$ cat config.mk
export PLATFORM = sky130hd
export DESIGN_NAME = gb80_oam_dma
export DESIGN_NICKNAME = d
export VERILOG_FILES = /design/src/rtl/gb80_oam_dma.sv
export SDC_FILE = /design/constraint.sdc
export NUM_CORES = 1
export LEC_CHECK = 0
export ABC_AREA = 1
export CAP_MARGIN = 20
export CORE_MARGIN = 5
export CORE_UTILIZATION = 35
export CTS_BUF_LIST = sky130_fd_sc_hd__clkbuf_8
export DETAILED_ROUTE_END_ITERATION = 6
export SYNTH_ARGS = -nofsm -noshare
export SYNTH_HDL_FRONTEND = slang
export SYNTH_SLANG_ARGS = --single-unit
$ cat constraint.sdc
create_clock -name i_clk -period 4.4 [get_ports i_clk]
set_clock_uncertainty 0.05 [all_clocks]
set_input_delay 0.66 -clock i_clk [delete_from_list [all_inputs] [get_ports i_clk]]
set_output_delay 0.66 -clock i_clk [all_outputs]
set_load 0.02 [all_outputs]
$ cat src/rtl/gb80_oam_dma.sv
// gb80_oam_dma
//   OAM DMA controller and memory-bus arbiter between the gb80 CPU memory port
//   and system memory. A CPU write to REG_ADDR latches a source high byte; after
//   START_DELAY clocks the block copies XFER_LEN bytes from {src_hi,8'h00} to
//   DST_BASE, one byte per 4-clock machine cycle. While a copy is pending or
//   running the CPU is limited to HRAM (FF80-FFFE), whose accesses are slotted
//   into the two free phases of each machine cycle.
//
// State table
//   state   | meaning
//   S_IDLE  | no copy; CPU requests (other than REG_ADDR) pass straight to memory
//   S_START | copy requested; counting down START_DELAY clocks
//   S_XFER  | copying; phase 0 reads source, phase 2 writes OAM, 1/3 free for CPU
//
// Ports
//   i_clk, i_reset        clock, synchronous active-low reset
//   i_cpu_rd/wr/addr/wdata CPU request (rd and wr never together)
//   o_cpu_rdata           CPU read data, valid the clock after an accepted read
//   o_cpu_stall           combinational; CPU holds its request while high
//   o_mem_rd/wr/addr/wdata memory request
//   i_mem_rdata           memory read data, valid the clock after o_mem_rd
//   o_dma_active          high in S_START and S_XFER
//
// XFER_LEN must be in 1..256 (the byte index is 8 bits) and START_DELAY >= 1.

module gb80_oam_dma #(
  parameter int unsigned XFER_LEN    = 160,
  parameter logic [15:0] DST_BASE    = 16'hFE00,
  parameter logic [15:0] REG_ADDR    = 16'hFF46,
  parameter int unsigned START_DELAY = 4
) (
  input  logic        i_clk,
  input  logic        i_reset,
  input  logic        i_cpu_rd,
  input  logic        i_cpu_wr,
  input  logic [15:0] i_cpu_addr,
  input  logic [7:0]  i_cpu_wdata,
  output logic [7:0]  o_cpu_rdata,
  output logic        o_cpu_stall,
  output logic        o_mem_rd,
  output logic        o_mem_wr,
  output logic [15:0] o_mem_addr,
  output logic [7:0]  o_mem_wdata,
  input  logic [7:0]  i_mem_rdata,
  output logic        o_dma_active
);

  typedef enum logic [1:0] {
    S_IDLE  = 2'd0,
    S_START = 2'd1,
    S_XFER  = 2'd2
  } state_t;

  localparam int unsigned   DW         = (START_DELAY > 1) ? $clog2(START_DELAY) : 1;
  localparam logic [DW-1:0] DELAY_LOAD = DW'(START_DELAY - 1);
  localparam logic [DW-1:0] DELAY_ONE  = DW'(1);
  localparam logic [7:0]    LAST_IDX   = 8'(XFER_LEN - 1);

  state_t        state_q, state_d;
  logic [1:0]    phase_q, phase_d;
  logic [7:0]    idx_q, idx_d;
  logic [7:0]    src_hi_q, src_hi_d;
  logic [7:0]    reg_ff46_q, reg_ff46_d;
  logic [DW-1:0] delay_q, delay_d;
  logic [7:0]    byte_q, byte_d;
  logic [7:0]    rdata_q, rdata_d;
  logic          rd_pend_q, rd_pend_d;
  logic          dma_active_q, dma_active_d;

  logic cpu_req;
  logic reg_hit;
  logic hram_hit;
  logic dma_slot;
  logic cpu_fwd;
  logic cpu_blocked;

  // Request classification and bus mux
  always_comb begin
    cpu_req  = i_cpu_rd | i_cpu_wr;
    reg_hit  = (i_cpu_addr == REG_ADDR);
    hram_hit = (i_cpu_addr >= 16'hFF80) && (i_cpu_addr <= 16'hFFFE);
    dma_slot = (state_q == S_XFER) && !phase_q[0];

    case (state_q)
      S_IDLE:  cpu_fwd = cpu_req && !reg_hit;
      S_START: cpu_fwd = cpu_req && hram_hit;
      S_XFER:  cpu_fwd = cpu_req && hram_hit && phase_q[0];
      default: cpu_fwd = 1'b0;
    endcase

    cpu_blocked = (state_q != S_IDLE) && cpu_req && !reg_hit && !hram_hit;

    o_mem_rd    = 1'b0;
    o_mem_wr    = 1'b0;
    o_mem_addr  = 16'h0000;
    o_mem_wdata = 8'h00;
    o_cpu_stall = 1'b0;

    // Everything is forced quiet while reset is held, including the
    // combinational CPU pass-through.
    if (i_reset) begin
      o_cpu_stall = (state_q == S_XFER) && cpu_req && hram_hit && !phase_q[0];
      if (dma_slot) begin
        if (phase_q == 2'd0) begin
          o_mem_rd   = 1'b1;
          o_mem_addr = {src_hi_q, idx_q};
        end else begin
          o_mem_wr    = 1'b1;
          o_mem_addr  = DST_BASE + {8'h00, idx_q};
          o_mem_wdata = byte_q;
        end
      end else if (cpu_fwd) begin
        o_mem_rd    = i_cpu_rd;
        o_mem_wr    = i_cpu_wr;
        o_mem_addr  = i_cpu_addr;
        o_mem_wdata = i_cpu_wdata;
      end
    end
  end

  // Next-state logic
  always_comb begin
    state_d    = state_q;
    phase_d    = phase_q;
    idx_d      = idx_q;
    src_hi_d   = src_hi_q;
    reg_ff46_d = reg_ff46_q;
    delay_d    = delay_q;
    byte_d     = byte_q;
    rd_pend_d  = 1'b0;
    // Memory data arrives the clock after the strobe; fold it into the
    // holding register so the CPU keeps seeing it afterwards.
    rdata_d    = rd_pend_q ? i_mem_rdata : rdata_q;

    case (state_q)
      S_START: begin
        if (delay_q == '0) begin
          state_d = S_XFER;
          phase_d = 2'd0;
          idx_d   = 8'h00;
        end else begin
          delay_d = delay_q - DELAY_ONE;
        end
      end
      S_XFER: begin
        phase_d = phase_q + 2'd1;
        if (phase_q == 2'd1) begin
          byte_d = i_mem_rdata;
        end
        if (phase_q == 2'd2) begin
          if (idx_q == LAST_IDX) begin
            state_d = S_IDLE;
            phase_d = 2'd0;
            idx_d   = 8'h00;
          end else begin
            idx_d = idx_q + 8'd1;
          end
        end
      end
      default: ;
    endcase

    // A register write restarts from scratch in any state, and takes priority
    // over the end-of-copy return to idle.
    if (i_cpu_wr && reg_hit) begin
      reg_ff46_d = i_cpu_wdata;
      src_hi_d   = i_cpu_wdata;
      state_d    = S_START;
      delay_d    = DELAY_LOAD;
      phase_d    = 2'd0;
      idx_d      = 8'h00;
    end

    if (i_cpu_rd) begin
      if (reg_hit) begin
        rdata_d = reg_ff46_q;
      end else if (cpu_fwd) begin
        rd_pend_d = 1'b1;
      end else if (cpu_blocked) begin
        rdata_d = 8'hFF;
      end
    end

    dma_active_d = (state_d != S_IDLE);
  end

  always_ff @(posedge i_clk) begin
    if (!i_reset) begin
      state_q      <= S_IDLE;
      phase_q      <= 2'd0;
      idx_q        <= 8'h00;
      src_hi_q     <= 8'h00;
      reg_ff46_q   <= 8'h00;
      delay_q      <= '0;
      byte_q       <= 8'h00;
      rdata_q      <= 8'h00;
      rd_pend_q    <= 1'b0;
      dma_active_q <= 1'b0;
    end else begin
      state_q      <= state_d;
      phase_q      <= phase_d;
      idx_q        <= idx_d;
      src_hi_q     <= src_hi_d;
      reg_ff46_q   <= reg_ff46_d;
      delay_q      <= delay_d;
      byte_q       <= byte_d;
      rdata_q      <= rdata_d;
      rd_pend_q    <= rd_pend_d;
      dma_active_q <= dma_active_d;
    end
  end

  assign o_cpu_rdata  = !i_reset ? 8'h00 : (rd_pend_q ? i_mem_rdata : rdata_q);
  assign o_dma_active = dma_active_q & i_reset;

endmodule

---- Yosys cells after proc, flatten, opt, wreduce, memory -nomap -nowiden ----
Cells that the tools add are included.
storage, ports and cells
  flip-flop bits (word level) ............. 40
  bits of input ports ..................... 36
  output and inout bits ................... 36
  logic and storage cells ................. 97
operators by class
  add/subtract/negate cells ............... 4
  order comparisons ....................... 2
  equal/unequal tests ..................... 9
  muxes and demuxes ....................... 41
  bitwise logic cells ..................... 4
  reductions and logical operators ........ 28
operators by type and width
  kind                                                       number
  2-to-1 mux 8 bit                                           13
  2-to-1 mux 16 bit                                          4
  2-to-1 mux 2 bit                                           10
  == test 16 bit, second input constant                      1
  greater-or-equal comparator 16 bit, second input constant  1
  <= comparator 16 bit, second input constant                1
  one-hot mux 8 bit (2 select lines)                         1
  logical AND 1 bit                                          12
  adder 10 x 9 -> 11 bit, first input constant               1
  2-to-1 mux 1 bit                                           10
  adder 8 x 1 -> 8 bit, second input constant                1
  == test 8 bit, second input constant                       1
  one-hot mux 2 bit (2 select lines)                         2
  nonzero test 2 bit                                         4
  zero test 2 bit                                            3
  AND reduction 2 bit                                        3
  == test 2 x 1 -> 1 bit, second input constant              2
  == test 2 bit, second input constant                       2
  inequality test 2 x 1 -> 1 bit, second input constant      2
  zero test 1 bit                                            3
  one-hot mux 1 bit (3 select lines)                         1
  AND reduction 3 bit                                        1
  OR reduction 3 bit                                         1
  adder 2 x 1 -> 2 bit, second input constant                1
  other kinds (6)                                            7

---- Depth between registers and ports, before layout ----
Gate-level depths: netlist of the first run.
  depth after elaboration ................. 8
  mapped depth ............................ 12
  mapped depth without buffers ............ 12

---- Worst setup path before layout of the first run ----
OpenSTA, ideal clock, no wires.
  kind .................................... in2out
  start point ............................. in i_cpu_addr[14]
  end point ............................... out o_mem_addr[8]
  arrival ................................. 1.746 ns
  required time ........................... 3.690 ns
  setup slack ............................. 1.944 ns
  stages on the path ...................... 8
  path buffers ............................ 0
  cells stage by stage .................... nand2_1 -> nor2_1 -> nand2_2 -> nor2_4 -> nand4_2 -> nand2_4 -> nand2_2 -> o21ai_0
on the way
  longest elaborated chain between the ends .. 8
  elaborated cells between the ends (all ways) .. 12
  classes of those cells .................. order compare (2); eq/ne (1); mux (4); reduce/logical (5)
ends and longest elaborated chain
  what                                                                        line    source
  from (decl)                                                                 36      input logic [15:0] i_cpu_addr,
  greater-or-equal comparator 16 bit or <= comparator 16 bit (tied branches)  81      hram_hit = (i_cpu_addr >= 16'hFF80) && (i_cpu_addr <= 16'hFFFE);
  logical AND 1 bit                                                           81
  logical AND 1 bit                                                           86, 87
  logical AND 1 bit                                                           87      S_XFER: cpu_fwd = cpu_req && hram_hit && phase_q[0];
  one-hot mux 1 bit (3 select lines) *                                        84      case (state_q)
  2-to-1 mux 16 bit *                                                         112     end else if (cpu_fwd) begin
  2-to-1 mux 16 bit *                                                         103     if (dma_slot) begin
  2-to-1 mux 16 bit *                                                         101     if (i_reset) begin
  to (decl)                                                                   42      output logic [15:0] o_mem_addr,
Mark *: on every way between the ends. The rest lies on a longest branch, timed or not.

---- Final worst setup path of the first run ----
  start point ............................. in i_cpu_addr[7]
  end point ............................... out o_mem_addr[8]
The elaborated chain is that of the path after synthesis.

==> results of run 1 <==
through the flow:
stage | instances | total power, uW | cell area [sq um] | hold slack (ns)
6_report | 558 | 769.8 | 3550 | 0.4035
5_1_grt | 558 | 808.6 | 3550 | 0.4180
4_1_cts | 558 | 780.7 | 3550 | 0.4009
3_5_place_dp | 551 | 547.4 | 3472 | 0.3892
3_3_place_gp | 551 | 547.7 | 3472 | 0.3853
2_1_floorplan | 391 | 462.5 | 2765 | 0.3731
where the power goes:
group | total [uW] | switching [uW] | internal [uW]
combinational | 170 | 88.7 | 81.0
clock | 231 | 125 | 106
sequential | 369 | 2.95 | 366
total | 770 | 217 | 553
sequential cells by signal, indices dropped and copies added, names as in the netlist:
name	flops
byte_q	8
delay_q	2
dma_active_q	1
idx_q	8
phase_q	2
rd_pend_q	1
rdata_q	8
reg_ff46_q	8
state_q	2
metal layers:
| metal | wire length, microns | GRT usage |
|---|---|---|
| met1 | 3975 | 0.2373 |
| met2 | 3595 | 0.2577 |
| met3 | 483 | 0.03185 |
| met4 | 107 | 0.04307 |
| met5 | 0 | 0 |
cells by family after synthesis:
| group | Yosys count |
|---|---|
| muxes | 8 |
| AOI/OAI and AO/OA | 88 |
| DFF | 40 |
| xor gates and xnor gates | 1 |
| and+or+nand+nor | 170 |
| adders and majority gates | 6 |
| buffers and inverters | 78 |
cell type report:
cell class / instances / area (sq um) / share of cell area
clock buffer: 5 / 68.82 / 0.01939
clock inverter: 2 / 8.758 / 0.002467
inverter: 63 / 239.0 / 0.06732
timing repair buffer: 73 / 725.7 / 0.2044
multi-input combinational: 273 / 1579 / 0.4448
tap: 102 / 127.6 / 0.03595
sequential: 40 / 800.8 / 0.2256
placed cells by master (no fill, tap or decap), drive strengths merged:
master / count
clkdlybuf4s50: 71
o22ai: 7
nand2: 82
dfxtp: 40
mux2i: 8
ha: 6
o211ai: 5
a22oi: 1
o21ai: 33
xor2: 1
inv: 62
a21boi: 1
a211oi: 8
a31oi: 1
nor4: 1
nand4: 2
or2: 1
nor3: 6
buf: 2
nor2: 39
a21oi: 32
nand3: 38
nor3b: 1
clkbuf: 5
clkinv: 3
worst min path at each step:
stage                end  depth (start not counted)  slack, ns
6_report       byte_q[7]                          2       0.40
5_1_grt        byte_q[1]                          2       0.42
4_1_cts        byte_q[2]                          2       0.40
3_5_place_dp   byte_q[2]                          2       0.39
3_3_place_gp   byte_q[2]                          2       0.39
2_1_floorplan  byte_q[0]                          2       0.37
critical path: stages:
cell and delay (ns):
clkdlybuf4s50_1 0.53, inv_2 0.07, nand3_1 0.13, nor2_4 0.06
nand2_4 0.17, nand3_2 0.11, nand2_4 0.21, nand2_2 0.25
o21ai_0 0.26, clkdlybuf4s50_1 0.64
==> metrics.md, run 1 <==
| Metric | Value |
|---|---|
| Drt drc | `0` |
| Setup violations, final | `0` |
| Clk slew on worst S/H paths | `0.07 ns` |
| Global-route wire length before repair | `13230 microns` |
| Post-Synth Simple-Gate Area | `0.2982` |
| Hold path startpoint | `byte_q[7]` |
| Die Height | `98.89 microns` |
| Core Util, Final | `0.4594` |
| Share of the synthesized area in the top cell type | `0.2896` |
| 1st-iter DRT viols | `163` |
| Remaining global-route overflow | `0` |
| CORE AREA | `7727 sq um` |
| Initial Utilization | `0.3578` |
| Placement Setup Slack | `0.6108 ns` |
| Setup Fix Bufs, Post-CTS | `0` |
| Post-synthesis mux area share | `0.02896` |
| Die Wd | `98.89 microns` |
| Synth Area in Compound Gates | `0.2136` |
| Pin slew with the least headroom to its limit | `0.6578 ns` |
| Period Utilization, post-route | `0.8630` |
| CP startpoint | `i_cpu_addr[7]` |
| Buffers on Ports | `71` |
| Cell Pwr Density | `216.9 nW/um^2` |
| Buffer depth of the longest clock path | `2` |
| Clk sinks | `40` |
| Top-count cell post-synth | `nand2_1` |
| Syn nets | `433` |
| FILL cells | `775` |
| Crit end category | `output port` |
| Min Tclk post-route | `3.797 ns` |
| Synth async-reset ratio | `0` |
| Hold Vio Cnt, Final | `0` |
| IO Count | `72` |
| Crit path capture | `o_mem_addr[8]` |
| Inserted Clock Buffers | `5` |
| Hold-fix buffers, CTS | `0` |
| Critical-path maximum fanout | `18` |
| Fraction of layout cells with a size suffix above 1 | `0.1272` |
| First-pass DRT Iterations | `5` |
| Final Wtd Congestion | `0.8407` |
| Mapped Avg Cell Area | `7.072 sq um` |
| Netlist cell types | `40` |
| Max-slew headroom | `0.5598` |
| Post-Synth Adder-Cell Area | `0.02715` |
| Setup TNS | `0 ns` |
| GRT Total Usage | `0.1668` |
| Number of routed nets with antenna violations | `0` |
| Max Slew Vio Count | `0` |
| Peak Freq | `0.2634 GHz` |
| Status | `completed` |
| Drt wl/cell | `14.63 microns` |
| Cts repair resizes | `0` |
| Pin count of the biggest net entering global routing | `25` |
| Largest family of logic cells by synthesized area | `simple AND/OR/NAND/NOR gates` |
| CTS root buffer | `clkbuf_8` |
| Max cap viols | `0` |
| Vias in the first global route | `2642` |
| Routed vias | `2795` |
| Ant. Diodes | `0` |
| Synth Cell Area | `2765 sq um` |
| DR vias/cell | `5.009` |
| Reg2Reg Depth | `8` |
| Worst r2r dst | `rd_pend_q` |
| Drt total wl | `8162 microns` |
| DP Wirelength | `6401 microns` |
| Row count | `32` |
| Number of flops mapped to enable cells by yosys | `0` |
| R2R Path Start | `state_q[0]` |
| Area Growth Syn to Fin | `28.37%` |
| Crit path kind | `in2out` |
| Flops & latches, synth | `40` |
| Post-route setup slack | `0.6028 ns` |
| Ys flop type | `dfxtp_1` |
| Critical path required time | `3.69 ns` |
| H-tree depth | `2` |
| XOR/XNOR share of the synthesized area | `0.003167` |
| RSZ-0062 raised after global routing | `false` |
| Post-synth top cells | `nand2_1, inv_1, dfxtp_1` |
| Largest cells by area after synthesis | `dfxtp_1, nand2_1, inv_1` |
| Full die area | `9778 sq um` |
| Leakage | `0.001458 uW` |
| Crit path DAT | `3.09 ns` |
| Nets | `498` |
| CP Launch Type | `input pin` |
| Worst-Skew Late Latency | `0.29 ns` |
| Number of antenna violations at the first check in global routing | `0` |
| Flop2flop setup slack | `2.55 ns` |
| CTS tree | `done` |
| Cell accounting for the most synthesized area | `dfxtp_1` |
| Hold Crit Class | `reg2reg` |
| Synth warn | `0` |
| Synth Instances | `391` |
| Peak VDD IR | `0.1373 mV` |
| Sequential area share after synthesis | `0.2896` |
Note: power is estimated with default switching activity, not from simulation.
==> run 2: changes to the inputs <==
--- a/config.mk
+++ b/config.mk
@@ -11,6 +11,7 @@
 export CORE_UTILIZATION = 35
 export CTS_BUF_LIST = sky130_fd_sc_hd__clkbuf_8
 export DETAILED_ROUTE_END_ITERATION = 6
+export SLEW_MARGIN = 20
 export SYNTH_ARGS = -nofsm -noshare
 export SYNTH_HDL_FRONTEND = slang
 export SYNTH_SLANG_ARGS = --single-unit
==> results of run 2 <==
Same layout as run 1: the final DEF is identical, and so are final timing and power.
==> run 3: changes to the inputs <==
--- a/config.mk
+++ b/config.mk
@@ -6,11 +6,13 @@
 export NUM_CORES = 1
 export LEC_CHECK = 0
 export ABC_AREA = 1
-export CAP_MARGIN = 20
+export CAP_MARGIN = 0
 export CORE_MARGIN = 5
 export CORE_UTILIZATION = 35
 export CTS_BUF_LIST = sky130_fd_sc_hd__clkbuf_8
+export CTS_CLUSTER_DIAMETER = 80
 export DETAILED_ROUTE_END_ITERATION = 6
+export HOLD_SLACK_MARGIN = 0.02
 export SLEW_MARGIN = 20
 export SYNTH_ARGS = -nofsm -noshare
 export SYNTH_HDL_FRONTEND = slang
==> results of run 3 <==
Same layout as run 1: the final DEF is identical, and so are final timing and power.
